### src/rtl/regfile_dump_unit_if.sv
// Register-file read port plus byte-stream port of the register dump unit.
// Stream handshake: a byte transfers on a rising clk edge where out_valid && out_ready;
// while out_valid is high and out_ready is low, out_data must hold steady.
interface regfile_dump_unit_if #(
  parameter int ADDR_W = 3,
  parameter int DATA_W = 32
);
  logic [ADDR_W-1:0] rd_addr;
  logic [DATA_W-1:0] rd_data;
  logic [7:0]        out_data;
  logic              out_valid;
  logic              out_ready;

  modport master (
    output rd_addr,
    input  rd_data,
    output out_data,
    output out_valid,
    input  out_ready
  );

  modport slave (
    input  rd_addr,
    output rd_data,
    input  out_data,
    input  out_valid,
    output out_ready
  );
endinterface

### src/rtl/regfile_dump_unit.sv
// Walks every register-file entry once, snapshotting it in a FETCH cycle and
// streaming its bytes MSB first over a valid/ready byte port.
module regfile_dump_unit #(
  parameter int NUM_REGS = 8,
  parameter int ADDR_W   = 3,
  parameter int DATA_W   = 32
) (
  input  logic                 clk,
  input  logic                 rst_n,
  input  logic                 start,
  input  logic                 abort,
  regfile_dump_unit_if.master  bus,
  output logic                 busy,
  output logic                 done,
  output logic [1:0]           o_dbg_state
);

  localparam int BYTES_PER_REG = DATA_W / 8;
  localparam int BI_W = (BYTES_PER_REG > 1) ? $clog2(BYTES_PER_REG) : 1;

  typedef enum logic [1:0] {
    S_IDLE  = 2'd0,
    S_FETCH = 2'd1,
    S_SEND  = 2'd2,
    S_DONE  = 2'd3
  } state_t;

  state_t            r_state;
  state_t            w_next;
  logic [ADDR_W-1:0] r_reg_idx;
  logic [ADDR_W-1:0] r_rd_addr;
  logic [BI_W-1:0]   r_byte_idx;
  logic [DATA_W-1:0] r_shift;
  logic              w_accept;
  logic              w_last_byte;
  logic              w_last_reg;
  logic              w_abort;

  assign w_accept    = (r_state == S_SEND) && bus.out_ready;
  assign w_last_byte = (r_byte_idx == BI_W'(BYTES_PER_REG - 1));
  assign w_last_reg  = (r_reg_idx == ADDR_W'(NUM_REGS - 1));
  assign w_abort     = abort && (r_state != S_IDLE);

  always_ff @(posedge clk or negedge rst_n) begin
    if (!rst_n) r_state <= S_IDLE;
    else        r_state <= w_next;
  end

  // Abort outranks everything, including an accept in the same cycle.
  always_comb begin
    w_next = r_state;
    if (w_abort) begin
      w_next = S_IDLE;
    end else begin
      case (r_state)
        S_IDLE:  if (start && !abort) w_next = S_FETCH;
        S_FETCH: w_next = S_SEND;
        S_SEND:  if (w_accept && w_last_byte) w_next = w_last_reg ? S_DONE : S_FETCH;
        S_DONE:  w_next = S_IDLE;
        default: w_next = S_IDLE;
      endcase
    end
  end

  // The read port sees reg_idx only during FETCH; otherwise it holds the last index.
  always_comb begin
    bus.out_valid = (r_state == S_SEND);
    bus.out_data  = r_shift[DATA_W-1 -: 8];
    bus.rd_addr   = (r_state == S_FETCH) ? r_reg_idx : r_rd_addr;
    busy          = (r_state != S_IDLE);
    done          = (r_state == S_DONE);
    o_dbg_state   = r_state;
  end

  always_ff @(posedge clk or negedge rst_n) begin
    if (!rst_n) begin
      r_reg_idx  <= '0;
      r_rd_addr  <= '0;
      r_byte_idx <= '0;
      r_shift    <= '0;
    end else if (w_abort) begin
      r_reg_idx  <= '0;
      r_byte_idx <= '0;
      r_shift    <= '0;
    end else begin
      case (r_state)
        S_IDLE: if (start) r_reg_idx <= '0;
        S_FETCH: begin
          r_shift    <= bus.rd_data;
          r_byte_idx <= '0;
          r_rd_addr  <= r_reg_idx;
        end
        S_SEND: begin
          if (w_accept) begin
            if (!w_last_byte) begin
              r_shift    <= r_shift << 8;
              r_byte_idx <= r_byte_idx + BI_W'(1);
            end else if (!w_last_reg) begin
              r_reg_idx <= r_reg_idx + ADDR_W'(1);
            end
          end
        end
        default: ;
      endcase
    end
  end

endmodule

### src/flat_wrapper.sv
// flat-port wrapper written by rule: the top's interface ports become plain ports
module regfile_dump_unit_flat 
#(
  parameter int NUM_REGS = 8,
  parameter int ADDR_W   = 3,
  parameter int DATA_W   = 32
)
  (clk, rst_n, start, abort, busy, done, o_dbg_state, bus_rd_addr, bus_rd_data, bus_out_data, bus_out_valid, bus_out_ready);
  regfile_dump_unit_if #(.ADDR_W(ADDR_W), .DATA_W(DATA_W)) bus_i ();
  input  logic clk;
  input  logic rst_n;
  input  logic start;
  input  logic abort;
  output logic busy;
  output logic done;
  output logic [1:0] o_dbg_state;
  output wire logic [$bits(bus_i.rd_addr)-1:0] bus_rd_addr;
  input wire logic [$bits(bus_i.rd_data)-1:0] bus_rd_data;
  output wire logic [$bits(bus_i.out_data)-1:0] bus_out_data;
  output wire logic [$bits(bus_i.out_valid)-1:0] bus_out_valid;
  input wire logic [$bits(bus_i.out_ready)-1:0] bus_out_ready;
  assign bus_rd_addr = bus_i.rd_addr;
  assign bus_i.rd_data = bus_rd_data;
  assign bus_out_data = bus_i.out_data;
  assign bus_out_valid = bus_i.out_valid;
  assign bus_i.out_ready = bus_out_ready;
  regfile_dump_unit #(.NUM_REGS(NUM_REGS), .ADDR_W(ADDR_W), .DATA_W(DATA_W)) u_core (.clk(clk), .rst_n(rst_n), .start(start), .abort(abort), .bus(bus_i), .busy(busy), .done(done), .o_dbg_state(o_dbg_state));
endmodule
### config.mk
export PLATFORM = sky130hd
export DESIGN_NAME = regfile_dump_unit_flat
export DESIGN_NICKNAME = d
export VERILOG_FILES = /design/src/rtl/regfile_dump_unit_if.sv /design/src/rtl/regfile_dump_unit.sv /design/src/flat_wrapper.sv
export SDC_FILE = /design/constraint.sdc
export NUM_CORES = 1
export LEC_CHECK = 0
export CAP_MARGIN = 15
export CORE_ASPECT_RATIO = 1.5
export CORE_MARGIN = 2
export CORE_UTILIZATION = 53
export CTS_CLUSTER_DIAMETER = 40
export CTS_CLUSTER_SIZE = 14
export DETAILED_ROUTE_END_ITERATION = 12
export PLACE_DENSITY = 0.84
export SLEW_MARGIN = 10
export SYNTH_ARGS = -nofsm -noshare
export SYNTH_HDL_FRONTEND = slang
export SYNTH_SLANG_ARGS = --single-unit
### constraint.sdc
create_clock -name clk -period 3.6 [get_ports clk]
set_clock_uncertainty 0.05 [all_clocks]
set_input_delay 0.36 -clock clk [delete_from_list [all_inputs] [get_ports clk]]
set_output_delay 0.36 -clock clk [all_outputs]
set_load 0.005 [all_outputs]
Word-level counts from Yosys, hierarchy flattened

Cells that the tools add are included.

$add $sub $neg: 2
Equal/unequal tests: 12
Muxes and demuxes: 20
Reductions and logical operators: 12

Operators by type and width:

| cell                  | number |
|---|---|
| $mux W32              | 3 |
| $pmux W32 S2          | 1 |
| $mux W3               | 6 |
| $mux W2               | 7 |
| $ne A3 B1 Y1 const B  | 4 |
| $pmux W2 S4           | 1 |
| $eq A2 B2 Y1 const B  | 3 |
| $ne A3 B3 Y1 const B  | 2 |
| $pmux W3 S2           | 1 |
| $reduce_bool A3 Y1    | 2 |
| $reduce_and A5 Y1     | 1 |
| $logic_and A1 B1 Y1   | 4 |
| $pmux W2 S2           | 1 |
| $add A3 B1 Y3 const B | 1 |
| $eq A3 B3 Y1 const B  | 1 |
| $ne A3 B2 Y1 const B  | 1 |
| $reduce_and A3 Y1     | 1 |
| $add A2 B1 Y2 const B | 1 |
| $eq A2 B1 Y1 const B  | 1 |
| $logic_not A2 Y1      | 1 |
| $reduce_and A2 Y1     | 1 |
| $reduce_bool A2 Y1    | 1 |
| $logic_not A1 Y1      | 1 |

Register bits after elaboration: 42
Bits of input ports: 37
Output and inout bits: 16

Depth between registers and ports, before layout

Gate-level depths: netlist (run 1).

Word-level depth: 6
Mapped depth: 6

Least setup slack after synthesis (run 1)

OpenSTA, ideal clock, no wires.

Path type: register -> register
Start: reg u_core.r_state[0], in the netlist u_core.o_dbg_state[0]
End: reg u_core.r_shift[10]
Setup time: 0.125 ns
Data arrival time: 1.492 ns
Path slack: 1.933 ns
Stages on the path, launching flop included: 7
Path buffers: 3
Path through: dfrtp_1 buf_6 nor2b_4 a221o_1 buf_6 buf_6 mux2_4

Cells in the longest elaborated chain, start to end: 4
Elaborated cells between the ends (all ways): 11

RTL lines:

| element                                                   | RTL line                                                                  | RTL |
|---|---|---|
| from (decl)                                               | regfile_dump_unit.sv:28                                                   | `state_t r_state;` |
| from (signal assigned)                                    | regfile_dump_unit.sv:46                                                   | `else r_state <= w_next;` |
| $eq A2 B2 Y1 / $reduce_bool A2 Y1 (equally long branches) | regfile_dump_unit.sv:39, regfile_dump_unit.sv:86, regfile_dump_unit.sv:42 |  |
| $logic_and A1 B1 Y1 (on tied branches)                    | regfile_dump_unit.sv:39, regfile_dump_unit.sv:42                          |  |
| $ne A3 B1 Y1 (no source line) (tied with other cells)     | n/a                                                                       |  |
| $reduce_and A3 Y1 (no source line)                        | n/a                                                                       |  |
| to (signal assigned)                                      | regfile_dump_unit.sv:89                                                   | `r_shift <= bus.rd_data;` |
| to (signal assigned)                                      | regfile_dump_unit.sv:96                                                   | `r_shift <= r_shift << 8;` |
| to (decl)                                                 | regfile_dump_unit.sv:33                                                   | `logic [DATA_W-1:0] r_shift;` |

Several ways; a longest one is shown, not always the timed one.
A chain may end at the register's enable or synchronous reset.

Final worst setup path (run 1)

Start: reg u_core.r_state[1], in the netlist u_core.o_dbg_state[1]
End: reg u_core.r_shift[14]

The elaborated chain is that of the path after synthesis.

==> results.md, run 1 <==
* Post-DRT Antenna Nets at 0
* CTS tree: done
* Layout area overhead at 24.0%
* Vias per Instance at 5.63
* Drt pass-1 iters at 4
* Synth top area cells: dfrtp_1, mux2_4, a22o_1, mux2i_1, mux2_2
* Effective utilization at floorplan at 55.5%
* Max Cap Viol at 0
* Static Leak at 1.31 nW
* # H-tree levels at 2
* Post-CTS setup buffer count at 0
* Post-route setup slack at 1.17 ns
* Critical path type: flop to flop
* Dpl hpwl at 3030 microns
* Worst hold path type: primary input to async pin
* Hold Violations, Final at 0
* Dpl ws at 1.02 ns
* Mean Syn Cell Area at 13.0 sq um
* Post-synth EDFFs at 0
* First-pass GRT wire length at 7130 microns
* Die width at 56.8 microns
* Final Max Slew Viols at 0
* Final TNS setup at 0 ns
* Worst setup path start: u_core.o_dbg_state[1]$_DFFE_PN0P_
* Number of buffers created by CTS at 5
* Commonest non-fill, non-tap cells in the layout: clkdlybuf4s50_1, dfrtp_1, a22o_1, mux2_4, mux2i_1
* Synth Instances at 170
* Area of the core at 0.00399 sq mm
* Layout cells sized above 1 at 20.2%
* Worst reg2reg path depth at 4
* Final setup vio count at 0
* FFs w/ async S/R, synth at 100%
* Req. time, crit path at 3.73 ns
* Root Buffer: clkbuf_8
* Maximum clock rate at 411 MHz
* Inserted Diodes at 0
* Main synth FF type: dfrtp_1
* Power per standard cell area at 400 mW/mm^2
* Clk slew on worst S/H paths at 0.08 ns
* # hold bufs at CTS at 0
* Initial antenna violation count at 0
* Commonest non-fill, non-tap cell in the layout: clkdlybuf4s50_1
* RSZ-0062 raised after global routing: no
* Tot GR Track Use at 19.2%
* Slew HR at 33.8%
* Placer congestion estimate at 0.874
* Startpoint Class: flop
* Die ar. at 0.00473 sq mm
* Final min period at 2.43 ns
* R2R Path Start: u_core.o_dbg_state[1]$_DFFE_PN0P_
* Measured slew at the worst slew-check pin at 0.992 ns
* NumNets Final at 252
* Worst vdd rail ir drop at 0.319 mV
* Status: finished, final reports clean
* Vias in the first global route at 1,518
* CTS resizes at 0
* Gr ovfl total at 0
* DRT iter0 DRCs at 37
* Residual DRC count at 0
* Synthesized area at 0.00222 sq mm
* YS warnings at 0
* Later-pin clock latency in the skew report at 0.29 ns
* Std-Cell Rows at 28
* Arr. time, crit path at 2.56 ns
* #FFs+latches synth at 42
* Post-synthesis cell type count at 26
* Height of the die at 83.2 microns
* Port bufs at 52
* Post-synthesis sequential area ratio at 47.4%
* Crit-path max FO at 24
* DR WL/cell at 16.6 microns
* Syn Nets at 210
* Period utilisation layout at 67.6%
* I/O Pins at 53
* Leading area contributor after synthesis: dfrtp_1
* Post-Route WL at 4270 microns
* Largest net degree at the start of global routing at 43
* CP endpoint kind: flop
* Reg2reg end: u_core.r_shift[14]$_DFFE_PN0P_
* Clock buffer depth at 2
* Routed vias at 1,453
* Clock sink count at 42
* Top-area cell type share of the netlist area at 47.4%
* Worst reg-to-reg setup slack at 1.17 ns
[kinds of logic (layout without fill, tap and decap cells)]
| group | Yosys count | in the layout | synth area share, % |
|---|---|---|---|
| and+or+nand+nor | 25 | 25 | 6.66 |
| muxes | 42 | 42 | 24.3 |
| DFF | 42 | 42 | 47.4 |
| buffers and inverters | 28 | 71 | 8.30 |
| adders and majority gates | 3 | 3 | 1.69 |
| AOI/OAI and AO/OA | 30 | 30 | 11.6 |
[final cells by class]
type | count | area, sq um
inverters | 9 | 33.8
clock buffers | 7 | 86.3
multi-input cells | 100 | 986
fillers | 296 | 1240
repair buffers | 54 | 531
clock inverters | 1 | 5.00
flip-flops and latches | 42 | 1050
well taps | 45 | 56.3
[routing by layer]
layer / up-vias / share of wire, % / wire (microns) / track usage, %
met5: - / 0 / 0 / 0
met4: 0 / 3.0 / 127 / 8.88
met3: 15 / 4.2 / 178 / 3.43
met2: 45 / 51 / 2190 / 31.5
met1: 708 / 42 / 1780 / 24.1
li1: 685 / - / - / -
[worst max-delay path, cell delays in order (launching register included)]
cell and delay, ns:
dfrtp_1 0.59, nor2b_1 0.30, a221o_2 0.69, buf_4 0.36
mux2_4 0.32
[sequential cells by signal, summed over array words and instances (netlist names)]
name	cells
u_core.r_shift	32
u_core.r_rd_addr	3
u_core.r_reg_idx	3
u_core.o_dbg_state	2
u_core.r_byte_idx	2
[power by group]
group	total, W	switching, W	internal, W
clock network	0.000313	0.000158	0.000155
registers	0.000563	0.0000358	0.000527
logic	0.000224	0.0000903	0.000133
total	0.00110	0.000284	0.000816
[stage by stage]
stage | total power (W) | hold WS (ns) | instances | cell area, sq um | utilization (%)
3_5_place_dp | 0.000797 | 0.429 | 250 | 2660 | 66.5
6_report | 0.00110 | 0.141 | 258 | 2750 | 68.8
3_3_place_gp | 0.000784 | 0.418 | 250 | 2660 | 66.5
2_1_floorplan | 0.000717 | 0.0144 | 170 | 2220 | -
4_1_cts | 0.00111 | 0.178 | 258 | 2750 | 68.8
5_1_grt | 0.00116 | 0.230 | 258 | 2750 | 68.8
[synthesized netlist by cell type (all sizes together) (2+ instances only)]
| master | number |
|---|---|
| nor2 | 3 |
| buf | 17 |
| nor2b | 6 |
| nor3 | 2 |
| inv | 9 |
| nand2 | 9 |
| mux2i | 10 |
| mux2 | 32 |
| dfrtp | 42 |
| clkbuf | 2 |
| a22o | 26 |
| ha | 3 |
[worst max-delay path by stage]
stage / to / cells past startpoint / slack (ns)
2_1_floorplan: u_core.r_shift[10]$_DFFE_PN0P_ / 6 / 1.93
3_3_place_gp: u_core.r_shift[15]$_DFFE_PN0P_ / 4 / 1.08
3_5_place_dp: u_core.r_shift[8]$_DFFE_PN0P_ / 4 / 1.02
4_1_cts: u_core.r_shift[14]$_DFFE_PN0P_ / 4 / 1.17
5_1_grt: u_core.r_shift[9]$_DFFE_PN0P_ / 4 / 1.06
6_report: u_core.r_shift[14]$_DFFE_PN0P_ / 4 / 1.17
Power figures use the tool's default switching activity.
==> run 2, diff against run 1 <==
--- a/config.mk
+++ b/config.mk
@@ -8,11 +8,11 @@
 export CAP_MARGIN = 15
 export CORE_ASPECT_RATIO = 1.5
 export CORE_MARGIN = 2
-export CORE_UTILIZATION = 53
+export CORE_UTILIZATION = 45
 export CTS_CLUSTER_DIAMETER = 40
 export CTS_CLUSTER_SIZE = 14
 export DETAILED_ROUTE_END_ITERATION = 12
-export PLACE_DENSITY = 0.84
+export PLACE_DENSITY = 0.76
 export SLEW_MARGIN = 10
 export SYNTH_ARGS = -nofsm -noshare
 export SYNTH_HDL_FRONTEND = slang
==> constraint.sdc (replaced) <==
create_clock -name clk -period 2.2 [get_ports clk]
set_clock_uncertainty 0.05 [all_clocks]
set_input_delay 0.22 -clock clk [delete_from_list [all_inputs] [get_ports clk]]
set_output_delay 0.22 -clock clk [all_outputs]
set_load 0.005 [all_outputs]
==> results.md, run 2 (synthesis results as in run 1) <==
* Largest stage delay, worst path at 0.52 ns
* First-pass GRT wire length at 6510 microns
* Root Buffer: clkbuf_8
* Crit-path max FO at 13
* R2R Path Start: u_core.o_dbg_state[1]$_DFFE_PN0P_
* Placed cell area at 0.00274 sq mm
* Final setup vio count at 0
* Biggest register: u_core.r_shift
* Final TNS setup at 0 ns
* Power per standard cell area at 699 mW/mm^2
* Hold Violations, Final at 0
* Clock buffer depth at 2
* Die ar. at 0.00552 sq mm
* Final min period at 2.10 ns
* Effective utilization at floorplan at 46.5%
* Worst reg-to-reg setup slack at 0.34 ns
* Reg2reg end: u_core.r_byte_idx[0]$_DFFE_PN0P_
* Vias per Instance at 4.99
* DRT iter0 DRCs at 42
* Layout area overhead at 30.4%
* Worst hold path type: primary input to async pin
* Fillers at 410
* Worst vdd rail ir drop at 0.432 mV
* Slew HR at 74.2%
* Buf/Inv on CP at 1
* Worst path cell trace: nor2b_4 > mux2_2 > clkdlybuf4s50_1
* Die width at 61.3 microns
* Initial antenna violation count at 0
* Critical path type: flop to output pin
* Port bufs at 52
* Gr ovfl total at 0
* RSZ-0062 raised after global routing: no
* Measured slew at the worst slew-check pin at 0.387 ns
* Placer congestion estimate at 0.812
* Clock sink count at 42
* Static Leak at 1.36 nW
* Vias in the first global route at 1,435
* Tot GR Track Use at 15.5%
* Post-layout instance area at 0.00289 sq mm
* Commonest non-fill, non-tap cells in the layout: clkdlybuf4s50_1, dfrtp_1, a22o_1, mux2_4, mux2i_1
* Residual DRC count at 0
* DR WL/cell at 14.0 microns
* # H-tree levels at 2
* Arr. time, crit path at 1.83 ns
* Req. time, crit path at 1.93 ns
* NumNets Final at 259
* Inserted Diodes at 0
* Dpl hpwl at 2880 microns
* Status: finished, final reports clean
* Max Cap Viol at 0
* Drt pass-1 iters at 4
* I/O Pins at 53
* CTS tree: done
* Number of buffers created by CTS at 5
* Commonest non-fill, non-tap cell in the layout: clkdlybuf4s50_1
* Largest net degree at the start of global routing at 35
* Maximum clock rate at 476 MHz
* CP max-delay cell: dfrtp_1
* Number of flip-flops in the largest register at 32
* Final Max Slew Viols at 0
* Post-DRT Antenna Nets at 0
* Post-Route WL at 4000 microns
* Area of the core at 0.00477 sq mm
* Worst reg2reg path depth at 4
* Cell family contributing the most delay on the critical path: flip-flops
* Area of the multi-input gates at 986 sq um
* Routed vias at 1,426
* Sequential Area at 0.00105 sq mm
* Clk slew on worst S/H paths at 0.09 ns
* Height of the die at 90.0 microns
* Period utilisation layout at 95.4%
* Std-Cell Rows at 31
* Later-pin clock latency in the skew report at 0.29 ns
* Layout cells sized above 1 at 23.2%
* Regs by FF count: u_core.r_shift (32), u_core.r_rd_addr (3), u_core.r_reg_idx (3)
* CP endpoint kind: output pin
* Startpoint Class: flop
## run 2: worst max path at each step
stage / from / slack, ns / to / cells after the start
4_1_cts: u_core.o_dbg_state[1]$_DFFE_PN0P_ / 0.08 / bus_rd_addr[0] / 3
6_report: u_core.o_dbg_state[1]$_DFFE_PN0P_ / 0.10 / bus_rd_addr[0] / 3
2_1_floorplan: u_core.o_dbg_state[0]$_DFFE_PN0P_ / 0.53 / u_core.r_shift[10]$_DFFE_PN0P_ / 6
5_1_grt: u_core.o_dbg_state[1]$_DFFE_PN0P_ / 0.004 / bus_rd_addr[2] / 3
3_5_place_dp: abort / 0.26 / u_core.r_byte_idx[0]$_DFFE_PN0P_ / 4
3_3_place_gp: abort / 0.30 / u_core.r_byte_idx[0]$_DFFE_PN0P_ / 4
## run 2: per-stage QoR
step / util (%) / hold slack, ns / std cells / power, W / worst slack (ns)
2_1_floorplan: - / -0.126 / 170 / 0.00117 / 0.533
3_3_place_gp: 57.5 / 0.0870 / 277 / 0.00130 / 0.296
3_5_place_dp: 57.5 / 0.0890 / 277 / 0.00131 / 0.262
4_1_cts: 60.6 / 0.297 / 286 / 0.00205 / 0.0781
5_1_grt: 60.6 / 0.312 / 286 / 0.00212 / 0.00415
6_report: 60.6 / 0.291 / 286 / 0.00202 / 0.100
## run 2: where the power goes
group / internal [W] / total (W) / switching [W]
clock: 0.000455 / 0.000724 / 0.000269
sequential: 0.000863 / 0.000919 / 0.0000562
combinational: 0.000231 / 0.000377 / 0.000145
## run 2: repair_timing
| action | 4_1_cts | 5_1_grt |
|---|---|---|
| hold buffers | 1 | 0 |
| resized for setup | 1 | 0 |
| setup buffers | 0 | 0 |
| endpoints found under the hold margin | 13 | 0 |
| setup endpoints to repair | 3 | 0 |
## run 2: cell type report
cell class                 count  area share [%]
sequential                    42            36.4
multi-input combinational    100            34.1
timing repair buffer          61            20.7
tap                           66            2.86
clock buffer                   5            2.38
clock inverter                 3            2.38
inverter                       9            1.17
## run 2: worst reg2reg max path: cells and delay by family, from the launching register on
family	cells	cell delay, ns
and+or+nand+nor	1	0.28
AOI/OAI and AO/OA	1	0.22
DFF	1	0.58
buffers and inverters	1	0.24
muxes	1	0.37
## run 2: routing by layer
| metal | GRT usage [%] | wire length, microns |
|---|---|---|
| met5 | 0 | 0 |
| met4 | 4.89 | 57 |
| met3 | 4.32 | 165 |
| met2 | 24.9 | 2070 |
| met1 | 19.7 | 1710 |
